[src/rtl/peribus_master.sv]
// Peribus initiator: turns single-outstanding CPU load/store requests into
// one-cycle chipselect/strobe pulses and returns a registered ready/err response.
module peribus_master #(
  parameter int NUM_SLOTS      = 4,
  parameter int SLOT_ADDR_BITS = 2,
  parameter int CPU_ADDR_WIDTH = 8,
  parameter int READ_LATENCY   = 1
) (
  input  logic                      clock,
  input  logic                      reset_n,
  input  logic                      cpu_req,
  input  logic                      cpu_we,
  input  logic [CPU_ADDR_WIDTH-1:0] cpu_addr,
  input  logic [15:0]               cpu_wdata,
  output logic                      cpu_ready,
  output logic                      cpu_err,
  output logic [15:0]               cpu_rdata,
  output logic                      busy,
  output logic [SLOT_ADDR_BITS-1:0] bus_addr,
  output logic [15:0]               bus_write_data,
  output logic                      bus_write_en,
  output logic                      bus_read_en,
  output logic [NUM_SLOTS-1:0]      bus_chipselect,
  input  logic [16*NUM_SLOTS-1:0]   bus_read_data
);

  localparam int SLOT_W = CPU_ADDR_WIDTH - SLOT_ADDR_BITS;
  localparam int CNT_W  = 4;

  typedef enum logic [1:0] {IDLE, STROBE, WAIT, DONE} state_t;

  state_t                    state_q, state_d;
  logic [CNT_W-1:0]          cnt_q, cnt_d;
  logic                      we_q, we_d;
  logic [SLOT_W-1:0]         slot_q, slot_d;
  logic [SLOT_ADDR_BITS-1:0] bus_addr_q, bus_addr_d;
  logic [15:0]               bus_wdata_q, bus_wdata_d;
  logic [NUM_SLOTS-1:0]      cs_q, cs_d;
  logic                      wen_q, wen_d;
  logic                      ren_q, ren_d;
  logic                      ready_q, ready_d;
  logic                      err_q, err_d;
  logic [15:0]               rdata_q, rdata_d;
  logic                      busy_q, busy_d;

  logic [SLOT_W-1:0]         req_slot;
  logic                      req_mapped;
  logic [NUM_SLOTS-1:0]      req_onehot;
  logic [15:0]               rd_mux;

  // Slot decode by equality against every mapped index, so any slot value
  // that matches none of them is unmapped (unsigned by construction).
  always_comb begin
    req_slot   = cpu_addr[CPU_ADDR_WIDTH-1:SLOT_ADDR_BITS];
    req_mapped = 1'b0;
    req_onehot = '0;
    rd_mux     = '0;
    for (int unsigned k = 0; k < NUM_SLOTS; k++) begin
      if (req_slot == SLOT_W'(k)) begin
        req_mapped    = 1'b1;
        req_onehot[k] = 1'b1;
      end
      if (slot_q == SLOT_W'(k)) begin
        rd_mux = bus_read_data[16*k +: 16];
      end
    end
  end

  always_comb begin
    state_d     = state_q;
    cnt_d       = cnt_q;
    we_d        = we_q;
    slot_d      = slot_q;
    bus_addr_d  = bus_addr_q;
    bus_wdata_d = bus_wdata_q;
    cs_d        = '0;
    wen_d       = 1'b0;
    ren_d       = 1'b0;
    ready_d     = 1'b0;
    err_d       = err_q;
    rdata_d     = rdata_q;
    case (state_q)
      IDLE: begin
        if (cpu_req) begin
          we_d        = cpu_we;
          slot_d      = req_slot;
          bus_addr_d  = cpu_addr[SLOT_ADDR_BITS-1:0];
          bus_wdata_d = cpu_wdata;
          if (req_mapped) begin
            state_d = STROBE;
            cs_d    = req_onehot;
            wen_d   = cpu_we;
            ren_d   = ~cpu_we;
          end else begin
            state_d = DONE;
            ready_d = 1'b1;
            err_d   = 1'b1;
          end
        end
      end
      STROBE: begin
        if (we_q) begin
          state_d = DONE;
          ready_d = 1'b1;
          err_d   = 1'b0;
        end else begin
          state_d = WAIT;
          cnt_d   = CNT_W'(READ_LATENCY);
        end
      end
      WAIT: begin
        cnt_d = cnt_q - CNT_W'(1);
        if (cnt_q == CNT_W'(1)) begin
          state_d = DONE;
          ready_d = 1'b1;
          err_d   = 1'b0;
          rdata_d = rd_mux;
        end
      end
      DONE:    state_d = IDLE;
      default: state_d = IDLE;
    endcase
    busy_d = (state_d != IDLE);
  end

  always_ff @(posedge clock or negedge reset_n) begin
    if (!reset_n) begin
      state_q     <= IDLE;
      cnt_q       <= '0;
      we_q        <= 1'b0;
      slot_q      <= '0;
      bus_addr_q  <= '0;
      bus_wdata_q <= '0;
      cs_q        <= '0;
      wen_q       <= 1'b0;
      ren_q       <= 1'b0;
      ready_q     <= 1'b0;
      err_q       <= 1'b0;
      rdata_q     <= '0;
      busy_q      <= 1'b0;
    end else begin
      state_q     <= state_d;
      cnt_q       <= cnt_d;
      we_q        <= we_d;
      slot_q      <= slot_d;
      bus_addr_q  <= bus_addr_d;
      bus_wdata_q <= bus_wdata_d;
      cs_q        <= cs_d;
      wen_q       <= wen_d;
      ren_q       <= ren_d;
      ready_q     <= ready_d;
      err_q       <= err_d;
      rdata_q     <= rdata_d;
      busy_q      <= busy_d;
    end
  end

  assign cpu_ready      = ready_q;
  assign cpu_err        = err_q;
  assign cpu_rdata      = rdata_q;
  assign busy           = busy_q;
  assign bus_addr       = bus_addr_q;
  assign bus_write_data = bus_wdata_q;
  assign bus_write_en   = wen_q;
  assign bus_read_en    = ren_q;
  assign bus_chipselect = cs_q;

endmodule

[config.mk]
export PLATFORM = sky130hd
export DESIGN_NAME = peribus_master
export DESIGN_NICKNAME = d
export VERILOG_FILES = /design/src/rtl/peribus_master.sv
export SDC_FILE = /design/constraint.sdc
export NUM_CORES = 1
export LEC_CHECK = 0
export BUFFER_PORTS_ARGS = -buffer_cell sky130_fd_sc_hd__buf_2
export CAP_MARGIN = 20
export CORE_AREA = 2 2 90 70
export DETAILED_ROUTE_END_ITERATION = 7
export DIE_AREA = 0 0 92 72
export PLACE_DENSITY = 0.84
export SETUP_SLACK_MARGIN = 0.15
export SYNTH_ARGS = -nofsm -noshare
export SYNTH_HDL_FRONTEND = slang
export SYNTH_SLANG_ARGS = --single-unit
[constraint.sdc]
create_clock -name clock -period 4.44 [get_ports clock]
set_clock_uncertainty 0.1 [all_clocks]
set_input_delay 0.444 -clock clock [delete_from_list [all_inputs] [get_ports clock]]
set_output_delay 0.444 -clock clock [all_outputs]
set_load 0.02 [all_outputs]
; ---- Word-level counts from Yosys, hierarchy flattened
; Index checks and enable logic that the tools add are counted.
[totals]
mem_count = 0
mem_bits_ro = 0
latch_bits = 0
input_bits = 92
ramBits = 0
output_inout_bits = 43
elab_cells = 77
regBits = 56
[op_classes]
addsub = 1
eq_ne = 15
shift = 0
n_div = 0
reduce_logical = 10
multipliers = 0
n_lt_le_gt_ge = 0
mux = 37
bitwise_logic = 1
[ops]
columns = op, n
row1 = $mux 16, 4
row2 = $eq 6x2->1 const B, 4
row3 = $mux 1, 22
row4 = $mux 4, 4
row5 = $eq 6x1->1 const B, 2
row6 = $logic_not 6->1, 2
row7 = $ne 2x2->1 const B, 5
row8 = $pmux 2 s4, 1
row9 = $pmux 4 s2, 1
row10 = $mux 2, 3
row11 = $pmux 1 s3, 2
row12 = $reduce_and 2->1, 3
row13 = $reduce_and 5->1, 1
row14 = $eq 2x2->1 const B, 2
row15 = $eq 4x1->1 const B, 1
row16 = $reduce_bool 2->1, 2
row17 = $sub 4x1->4 const B, 1
row18 = $reduce_bool 3->1, 1
row19 = $eq 2x1->1 const B, 1
row20 = $logic_not 2->1, 1
row21 = $not 1->1, 1

; ---- Longest topological paths before layout
; Gate-level depths: netlist (run 1).
[logic_depth]
depth_word = 9
ltp_mapped = 7
depth_no_buf = 6

; ---- Least setup slack after synthesis (run 1)
; Ideal clock, no wire load.
[synth_path]
path_kind = register to register
start = register state_q[0]
end = register rdata_q[0] (netlist: cpu_rdata[0])
setup_time_ns = 0.144
period_less_slack_ns = 1.812
path_buffers = 2
arrival_ns = 1.568
stages_incl_launch_ff = 7
setup_slack_ns = 2.628
t_required_ns = 4.196
cell_sequence = dfrtp_1 > inv_1 > ha_1 > and3_1 > clkbuf_1 > clkbuf_1 > a21oi_2
[synth_via]
elab_chain_len = 2
[synth_rtl]
columns = item, line_no
row1 = "start, declared", 32  ; state_t state_q, state_d;
row2 = "start signal, assigned", 142  ; state_q <= state_d;
row3 = $eq 2x2->1, 82  ; case (state_q)
row4 = $reduce_and 2->1 (no source line), --
row5 = "end signal, assigned", 153  ; rdata_q <= rdata_d;
row6 = "end, declared", 43  ; logic [15:0] rdata_q, rdata_d;
; No other way between the ends.
; A chain may end at the register's enable or synchronous reset.

; ---- Worst setup path after layout (run 1)
[layout_path]
start = register state_q[0]
end = register busy_q (netlist: busy)
[layout_via]
elab_chain_len = 3
word_cells_on_any_way = 8
classes_between = 3 x eq/ne / 3 x mux / 2 x reduce/logical
[layout_rtl]
columns = item, line_no
row1 = $eq 2x2->1 (tied with other cells), 82
row2 = $pmux 2 s4 (*), 82
row3 = $reduce_bool 2->1 (*), 123  ; busy_d = (state_d != IDLE);
row4 = via busy_d, 44  ; logic busy_q, busy_d;
row5 = "end signal, assigned", 154  ; busy_q <= busy_d;
row6 = "end, declared", 44
; Mark *: on every way through the listed nets, which the timed path passes. The rest lies on a longest branch.

==> results of run 1 <==
where the power goes:
part	leakage [nW]	switching (mW)	internal [mW]	total [mW]
sequential	0.683	0.153	0.740	0.893
clock	0.0583	0.169	0.170	0.340
combinational	1.04	0.669	0.533	1.20
Yosys cell counts:
cell type,number
a22o_1,7
mux2_2,26
or4_4,1
a21oi_1,1
buf_4,1
nand2b_1,1
ha_1,6
a221oi_1,1
a21boi_0,1
mux4_2,5
nor3b_4,1
o211ai_1,1
or4_1,1
nand3_1,3
nor3_1,15
o21ai_0,3
a221oi_2,10
and2_1,2
nor3b_1,1
a31oi_1,1
mux2i_1,13
buf_2,5
o311ai_0,1
buf_6,2
nand2_1,12
inv_1,5
clkbuf_1,7
a2111oi_0,1
nor4_1,2
nor2b_1,1
a21oi_2,10
nor2_2,1
nor2_1,18
and3_1,2
dfrtp_1,56
cell type report:
type / count / area, um2
fillers: 482 / 2080
repair buffers: 138 / 708
clock buffers: 5 / 68.8
well taps: 78 / 97.6
multi-input cells: 148 / 1280
flip-flops and latches: 56 / 1400
inverters: 5 / 18.8
clock inverters: 3 / 47.5
state kept, by name (all words and copies together), names as in the netlist:
signal,cells
busy,1
cpu_rdata,16
state_q,2
bus_read_en,1
cpu_ready,1
bus_chipselect,4
bus_write_data,16
cpu_err,1
bus_write_en,1
we_q,1
slot_q,6
bus_addr,2
cnt_q,4
worst max-delay path, delay by kind of cell, from the launching register on:
family                     cells  cell delay (ns)
AOI/OAI and AO/OA              1             0.36
DFF                            1             0.46
and+or+nand+nor                2             1.01
buffers and inverters          1             0.11
adders and majority gates      1             0.31
per-layer routing:
layer  GRT usage, %  up-vias  share of wire [%]
met4           2.99        0               0.28
met2           35.0      100                 49
met1           26.8     1065                 42
li1               -     1083                  -
met3           6.65        6                9.1
met5              0        -                  0
path summary, 6_finish.rpt:
kind / start / end / slack (ns) / cells after the start
max in group asynchronous: reset_n / cpu_rdata[12]$_DFFE_PN0P_ / 3.63 / 2
min: reset_n / bus_write_data[11]$_DFFE_PN0P_ / 0.15 / 2
max reg2reg: state_q[0]$_DFF_PN0_ / busy$_DFF_PN0_ / 1.97 / 5
min in group clock: cpu_we / bus_read_en$_DFF_PN0_ / 0.22 / 2
max: state_q[0]$_DFF_PN0_ / busy$_DFF_PN0_ / 1.97 / 5
min reg2reg: bus_write_data[7]$_DFFE_PN0P_ / bus_write_data[7]$_DFFE_PN0P_ / 0.41 / 1
cell families (layout without fill, tap and decap cells):
family / Yosys count / after routing / synth area share [%]
AO/OA/AOI/OAI: 37 / 37 / 13.2
multiplexers: 44 / 44 / 19.2
adder cells (fa/ha/maj): 6 / 6 / 2.70
buffers and inverters: 20 / 151 / 3.60
AND/OR/NAND/NOR: 61 / 61 / 10.9
flip-flops: 56 / 56 / 50.4
==> results.yml, run 1 <==
clock_tree:
  h-tree-depth: 2
  cts_tree: "done"
  postCtsSetupBuffers: 0
  ctsResizeCount: 0
  ctsLongestPathBuffers: 2
  root_buffer: "clkbuf_8"
  insertion_delay_ns: 0.31
  cts.sinks: 56
  clk_pin_slew_ns: 0.11
  cts_buffers: 5
  hold_buffers: 0
placement:
  post_dp_cell_area_um2: 3480
  pre_cts_slack_ns: 1.91
  dp_hpwl_mm: 5.14
  place_congestion: 0.796
  dp_cells: 423
  io_buffers: 134
global_route:
  grt_pass1_vias: 2212
  grt_pass1_wl_mm: 10.7
  grtUsageTotal_pct: 20.6
  grt_start_max_net_pins: 57
  grt_overflow: 0
  antenna_found_initial: 0
timing:
  min_period_ns: 2.47
  setup_tns_ns: 0
  worst_pin_slew_ns: 0.985
  setup-violations-final: 0
  grt_setup_unrepaired: "no"
  hold_slack_ns: 0.149
  finalHoldViolCount: 0
  max_freq_mhz: 406
  drv_slew: 0
  relSlewSlack_pct: 34.3
  fin_crit_sh_pct: 55.5
  fin_ws_ns: 1.97
synth:
  syn_inst: 224
  ys_ff_latch: 56
  synth_area_um2: 2780
  yosysTopAreaCell: "dfrtp_1"
  ys_types: 35
  yosys.area.top_type_share_pct: 50.4
  synth.avg_cell_area_um2: 12.4
  synth-warning-count: 0
  synth_nets: 322
  synth_seq_area_share_pct: 50.4
  synth_area_leaders: "dfrtp_1, mux2_2, a221oi_2"
pwr:
  p_leak_nw: 1.78
  ir_drop_uv: 330
  powerDensity_nw_per_um2: 672
  total_power_mw: 2.44
cells_and_area:
  drive_gt1_share_pct: 56.3
  mostFrequentLayoutCells: "buf_2, dfrtp_1, mux2_2"
  finalNonFillerCells: 433
  postLayoutCoreUtil_pct: 63.5
  syn2layout_area_growth_pct: 30.2
  final_area_um2: 3620
  finalNetCount: 452
  layout_commonest_cell: "buf_2"
  antenna_cells: 0
die:
  die_w_um: 92
  initial_core_util_pct: 48.8
  dieHeight_um: 72
  std_cell_rows: 24
  core_area_um2: 5710
  pin_count: 135
  dieArea_um2: 6620
route:
  drc: 0
  num_vias: 2254
  drt_iter0_markers: 74
  drtPass1Iterations: 4
  antenna_left: 0
  routedWlPerCell_um: 15.6
  vias_per_cell: 5.21
  wl_mm: 6.74
worst_setup_path:
  critPathMaxStageDelay_ns: 0.86
  worst-endpoint-required_ns: 4.54
  crit_type: "reg2reg"
  path_cells: "inv_1 > ha_1 > and3_1 > nor4_1 > o311ai_0"
  cpMaxStageDelayCell: "and3_1"
  cp_max_fo: 23
  cp.arrival_ns: 2.56
  end_kind: "flip-flop"
  start_kind: "flip-flop"
outcome:
  status: "completed"
min_path:
  hold_class: "in2async"
run:
  cap_violations: 0
Note: power is estimated with default switching activity, not from simulation.
==> run 2, diff against run 1 <==
CORE_AREA = 2 2 93 73   (was 2 2 90 70)
DIE_AREA = 0 0 95 75   (was 0 0 92 72)
PLACE_DENSITY = 0.78   (was 0.84)
clock period = 2.45 ns   (was 4.44 ns; I/O delays follow)
==> run 2 against run 1 <==
Via count up 0.13%; global-route usage down 1.4 points; sequential share of layout area down 0.63 points; first-iteration DRC count down 47%; critical endpoint is now cpu_rdata[15]$_DFFE_PN0P_; largest power group unchanged.
==> results.yml, run 2 (synthesis results as in run 1) <==
outcome:
  status: "completed"
cells_and_area:
  syn2layout_area_growth_pct: 32.4
  drive_gt1_share_pct: 56.7
  mostFrequentLayoutCells: "buf_2, dfrtp_1, mux2_2"
  finalNetCount: 460
  layout_commonest_cell: "buf_2"
  final_area_um2: 3680
  finalNonFillerCells: 444
  postLayoutCoreUtil_pct: 59.8
  antenna_cells: 0
  fill_cells: 537
min_path:
  worstHoldStart: "cpu_addr[2]"
  hold_class: "in2reg"
  hold_path_end: "bus_chipselect[2]$_DFF_PN0_"
  whs_path_depth: 2
worst_setup_path:
  start_kind: "flip-flop"
  startpoint: "slot_q[5]$_DFFE_PN0P_"
  crit_type: "reg2reg"
  cp.arrival_ns: 2.18
  r2r_cells: 5
  worst-endpoint-required_ns: 2.60
  reg2reg_slack_ns: 0.42
  worst_r2r_endpoint: "cpu_rdata[15]$_DFFE_PN0P_"
  rr_startpoint: "slot_q[5]$_DFFE_PN0P_"
  end_kind: "flip-flop"
  cp_max_fo: 14
global_route:
  grt_pass1_vias: 2293
  grt_start_max_net_pins: 27
  grtUsageTotal_pct: 19.2
  grt_pass1_wl_mm: 10.6
  grt_util_met1_pct: 24.7
  grt_use_met3_pct: 4.30
  antenna_found_initial: 0
  grt_use_met2_pct: 33.6
  busiest_layer: "met2"
  grt_overflow: 0
timing:
  relSlewSlack_pct: 66.8
  worst_pin_slew_ns: 0.485
  setup-violations-final: 0
  grt_setup_unrepaired: "no"
  max_freq_mhz: 493
  drv_slew: 0
  setup_tns_ns: 0
  finalHoldViolCount: 0
  fin_crit_sh_pct: 82.8
  min_period_ns: 2.03
clock_tree:
  insertion_delay_ns: 0.31
  cts_tree: "done"
  h-tree-depth: 2
  root_buffer: "clkbuf_8"
  cts_buffers: 5
  cts.sinks: 56
  ctsLongestPathBuffers: 2
  clk_pin_slew_ns: 0.10
route:
  routedWlPerCell_um: 15.2
  drt_iter0_markers: 39
  vias_per_cell: 5.08
  num_vias: 2257
  drtPass1Iterations: 4
  antenna_left: 0
  drc: 0
  wl_mm: 6.75
placement:
  place_congestion: 0.793
  post_dp_cell_area_um2: 3550
  io_buffers: 134
  dp_cells: 434
  dp_hpwl_mm: 5.51
pwr:
  p_leak_nw: 1.81
  powerDensity_nw_per_um2: 1200
  ir_drop_uv: 558
die:
  pin_count: 135
  core_area_um2: 6160
  dieHeight_um: 75
  die_w_um: 95
  dieArea_um2: 7130
  initial_core_util_pct: 45.2
  std_cell_rows: 25
run:
  cap_violations: 0
## run 2: cell types whose count changed in the layout (fill, tap and decap cells not counted), sizes merged
cell | before | now
clkinv | 2 | 0
dlygate4sd3 | 0 | 2
buf | 138 | 144
inv | 5 | 6
clkinvlp | 0 | 1
## run 2: worst max-delay path by stage
| stage | to | cells past startpoint | slack [ns] |
|---|---|---|---|
| 2_1_floorplan | cpu_rdata[0]$_DFFE_PN0P_ | 6 | 0.64 |
| 3_3_place_gp | cpu_rdata[15]$_DFFE_PN0P_ | 5 | 0.47 |
| 4_1_cts | cpu_rdata[15]$_DFFE_PN0P_ | 5 | 0.39 |
| 3_5_place_dp | cpu_rdata[15]$_DFFE_PN0P_ | 5 | 0.42 |
| 5_1_grt | cpu_rdata[15]$_DFFE_PN0P_ | 5 | 0.28 |
| 6_report | cpu_rdata[15]$_DFFE_PN0P_ | 5 | 0.42 |
## run 2: repair_timing
item | in CTS | in global routing
hold buffers | 1 | 1
buffers inserted | 0 | 0
hold endpoints to repair | 12 | 1
resized for setup | 0 | 0
## run 2: per-layer routing
layer / wire (um) / share of wire (%) / up-vias
met5: 0 / 0 / -
met4: 89 / 1.3 / 0
met3: 345 / 5.1 / 11
met2: 3410 / 51 / 70
met1: 2900 / 43 / 1079
li1: - / - / 1097
## run 2: cell type report
| type | count | area (um2) | share of cell area (%) |
|---|---|---|---|
| Clock inverter | 3 | 46.3 | 1.26 |
| Inverter | 5 | 18.8 | 0.510 |
| Timing Repair Buffer | 146 | 766 | 20.8 |
| Tap cell | 81 | 101 | 2.75 |
| Clock buffer | 5 | 68.8 | 1.87 |
| Sequential cell | 56 | 1400 | 38.0 |
| Multi-Input combinational cell | 148 | 1280 | 34.8 |
## run 2: stage by stage
step / hold slack [ns] / power, mW / setup slack [ns]
5_1_grt: 0.0251 / 4.73 / 0.282
3_5_place_dp: 0.0544 / 3.84 / 0.418
4_1_cts: 0.00683 / 4.46 / 0.394
3_3_place_gp: 0.0505 / 3.75 / 0.467
2_1_floorplan: -0.151 / 3.16 / 0.638
6_report: 0.0269 / 4.42 / 0.421
## run 2: worst max-delay path, cell delays in order, from the launching register on
cell and delay, ns:
dfrtp_1 0.39, or4_4 0.64, nor3b_4 0.36, buf_4 0.24, a221oi_1 0.08, a21oi_1 0.15
## run 2: where the power goes
group	leakage (nW)	internal (mW)	switching [mW]
sequential	0.683	1.34	0.251
combinational	1.08	0.983	1.22
clock	0.0548	0.308	0.314
total	1.81	2.63	1.79
==> run 3, diff against run 2 <==
ABC_AREA = 1   (was not set)
CORE_AREA = 2 2 100 78   (was 2 2 93 73)
DIE_AREA = 0 0 102 80   (was 0 0 95 75)
PLACE_DENSITY = 0.75   (was 0.78)
clock period = 1.8 ns   (was 2.45 ns; I/O delays follow)
==> run 3 against run 2 <==
Global-route usage increased by 1.2 points; via count increased by 36%; combinational power increased by 57%; die area increased by 15%; non-clock buffer count increased by 26; critical path type unchanged; largest power group unchanged; cell area increased by 13%; synthesized area increased by 6.1%; cell count increased by 44%; critical endpoint is now cpu_rdata[6]$_DFFE_PN0P_; critical path depth unchanged.
==> results.yml, run 3 <==
outcome:
  status: "completed"
route:
  drtPass1Iterations: 4
  antenna_left: 0
  vias_per_cell: 4.82
  routedWlPerCell_um: 13.0
  drc: 0
  drt_iter0_markers: 164
  num_vias: 3076
  wl_mm: 8.31
timing:
  setup_tns_ns: 0
  min_period_ns: 1.56
  max_freq_mhz: 641
  worst_pin_slew_ns: 0.449
  fin_crit_sh_pct: 86.7
  finalHoldViolCount: 0
  setup-violations-final: 0
  grt_setup_unrepaired: "no"
  relSlewSlack_pct: 70.0
  drv_slew: 0
die:
  initial_core_util_pct: 41.2
  dieArea_um2: 8160
  die_w_um: 102
  dieHeight_um: 80
  core_area_um2: 7160
  pin_count: 135
  std_cell_rows: 27
synth:
  synth-async-reset-ratio_pct: 100
  synth_nets: 472
  synth.avg_cell_area_um2: 7.89
  yosysTopAreaCell: "dfrtp_1"
  yosysMostFrequentCell: "nand2_1"
  ys_top_cells_by_count: "nand2_1, nand3_1, dfrtp_1"
  ys_ff_latch: 56
  synth_area_um2: 2950
  yosys.area.top_type_share_pct: 47.5
  synth_area_leaders: "dfrtp_1, nand2_1, nand3_1"
  synth_edf_count: 0
  ys_types: 29
  syn_inst: 374
  synth_seq_area_share_pct: 47.5
  synthFlopType: "dfrtp_1"
  synth-warning-count: 0
worst_setup_path:
  cp.arrival_ns: 1.66
  end_kind: "flip-flop"
  cp_max_fo: 27
  worst-endpoint-required_ns: 1.90
  start_kind: "flip-flop"
  crit_type: "reg2reg"
clock_tree:
  cts.sinks: 56
  cts_buffers: 5
  insertion_delay_ns: 0.31
  cts_tree: "done"
  clk_pin_slew_ns: 0.10
  h-tree-depth: 2
  ctsLongestPathBuffers: 2
  root_buffer: "clkbuf_8"
pwr:
  p_leak_nw: 2.22
  ir_drop_uv: 826
  powerDensity_nw_per_um2: 1500
placement:
  io_buffers: 134
  dp_hpwl_mm: 5.92
  dp_cells: 603
  place_congestion: 0.890
run:
  cap_violations: 0
global_route:
  grt_pass1_wl_mm: 13.2
  grt_pass1_vias: 2954
  grt_start_max_net_pins: 57
  antenna_found_initial: 0
  grtUsageTotal_pct: 20.4
  grt_overflow: 0
cells_and_area:
  finalNetCount: 634
  mostFrequentLayoutCells: "buf_2, nand2_1, nand3_1"
  finalNonFillerCells: 638
  layout_commonest_cell: "buf_2"
  drive_gt1_share_pct: 34.1
  syn2layout_area_growth_pct: 41.3
  antenna_cells: 0
min_path:
  hold_class: "in2reg"
==> run 3: cell count changes after synthesis, sizes merged, moves of 11 or more <==
cell / before / now
a221oi: 11 / 0
nor3: 15 / 4
mux2i: 13 / 0
nand2: 12 / 122
o21a: 0 / 11
nand3: 3 / 74
inv: 5 / 25
or2: 0 / 12
mux2: 26 / 0
==> run 3: metrics by stage <==
stage               area, um2  util, %  setup WS, ns  hold slack (ns)  power, mW
floorplan                2950        -         0.185           -0.216       4.38
global placement         3740     52.2        0.0970           0.0998       5.24
detailed placement       3740     52.2        0.0157            0.101       5.37
CTS                      4080     56.9         0.153           0.0227       6.13
global route             4170     58.2         0.156           0.0364       6.82
finish                   4170     58.2         0.239           0.0281       6.26
==> run 3: path summary, 6_finish.rpt <==
path                                                 end  depth (start not counted)  slack (ns)                  from
min in group asynchronous  bus_write_data[1]$_DFFE_PN0P_                          3        0.28               reset_n
max in group asynchronous       cpu_rdata[4]$_DFFE_PN0P_                          3        1.05               reset_n
setup / recovery                cpu_rdata[6]$_DFFE_PN0P_                          5        0.24  cnt_q[0]$_DFFE_PN0P_
hold reg to reg                      cpu_err$_DFFE_PN0P_                          2        0.39   cpu_err$_DFFE_PN0P_
hold / removal               bus_chipselect[2]$_DFF_PN0_                          3        0.03           cpu_addr[3]
setup reg to reg                cpu_rdata[6]$_DFFE_PN0P_                          5        0.24  cnt_q[0]$_DFFE_PN0P_
==> run 3: kinds of logic (layout without fill, tap and decap cells) <==
kind of cell	Yosys count	count (layout)	synth area share, %
AO/OA/AOI/OAI	24	24	5.34
adder cells (fa/ha/maj)	6	6	2.54
buffers and inverters	43	206	7.33
flip-flops	56	56	47.5
AND/OR/NAND/NOR	245	245	37.3
==> run 3: repair_timing <==
item | 4_1_cts | 5_1_grt
hold endpoints to repair | 79 | 0
gates resized for setup | 3 | 14
buffers inserted | 0 | 3
pin swaps | 0 | 3
hold buffers | 24 | 0
endpoints found under the setup margin | 14 | 25
==> run 3: critical path, stage by stage (launching register included) <==
cell and delay [ns]:
dfrtp_1 0.42, ha_1 0.26, nand4_4 0.16, clkinv_8 0.12, or2_2 0.29, o21a_1 0.11
==> run 3: where the power goes <==
group          switching, mW  internal [mW]
combinational           2.14           1.33
sequential             0.315           1.80
clock                  0.403          0.278
total                   2.86           3.41
==> run 3: routing by layer <==
layer	GRT usage, %	up-vias	share of wire, %
li1	-	1531	-
met5	0	-	0
met1	26.1	1415	43
met3	4.29	6	7.9
met2	35.9	124	48
met4	4.00	0	0.55
==> run 3: area by class of cell <==
type / count / area, um2
Sequential cell: 56 / 1400
Multi-Input combinational cell: 275 / 1390
Clock buffer: 6 / 72.6
Inverter: 26 / 110
Timing Repair Buffer: 172 / 1050
Fill cell: 680 / 2990
Clock inverter: 2 / 16.3
Tap cell: 101 / 126
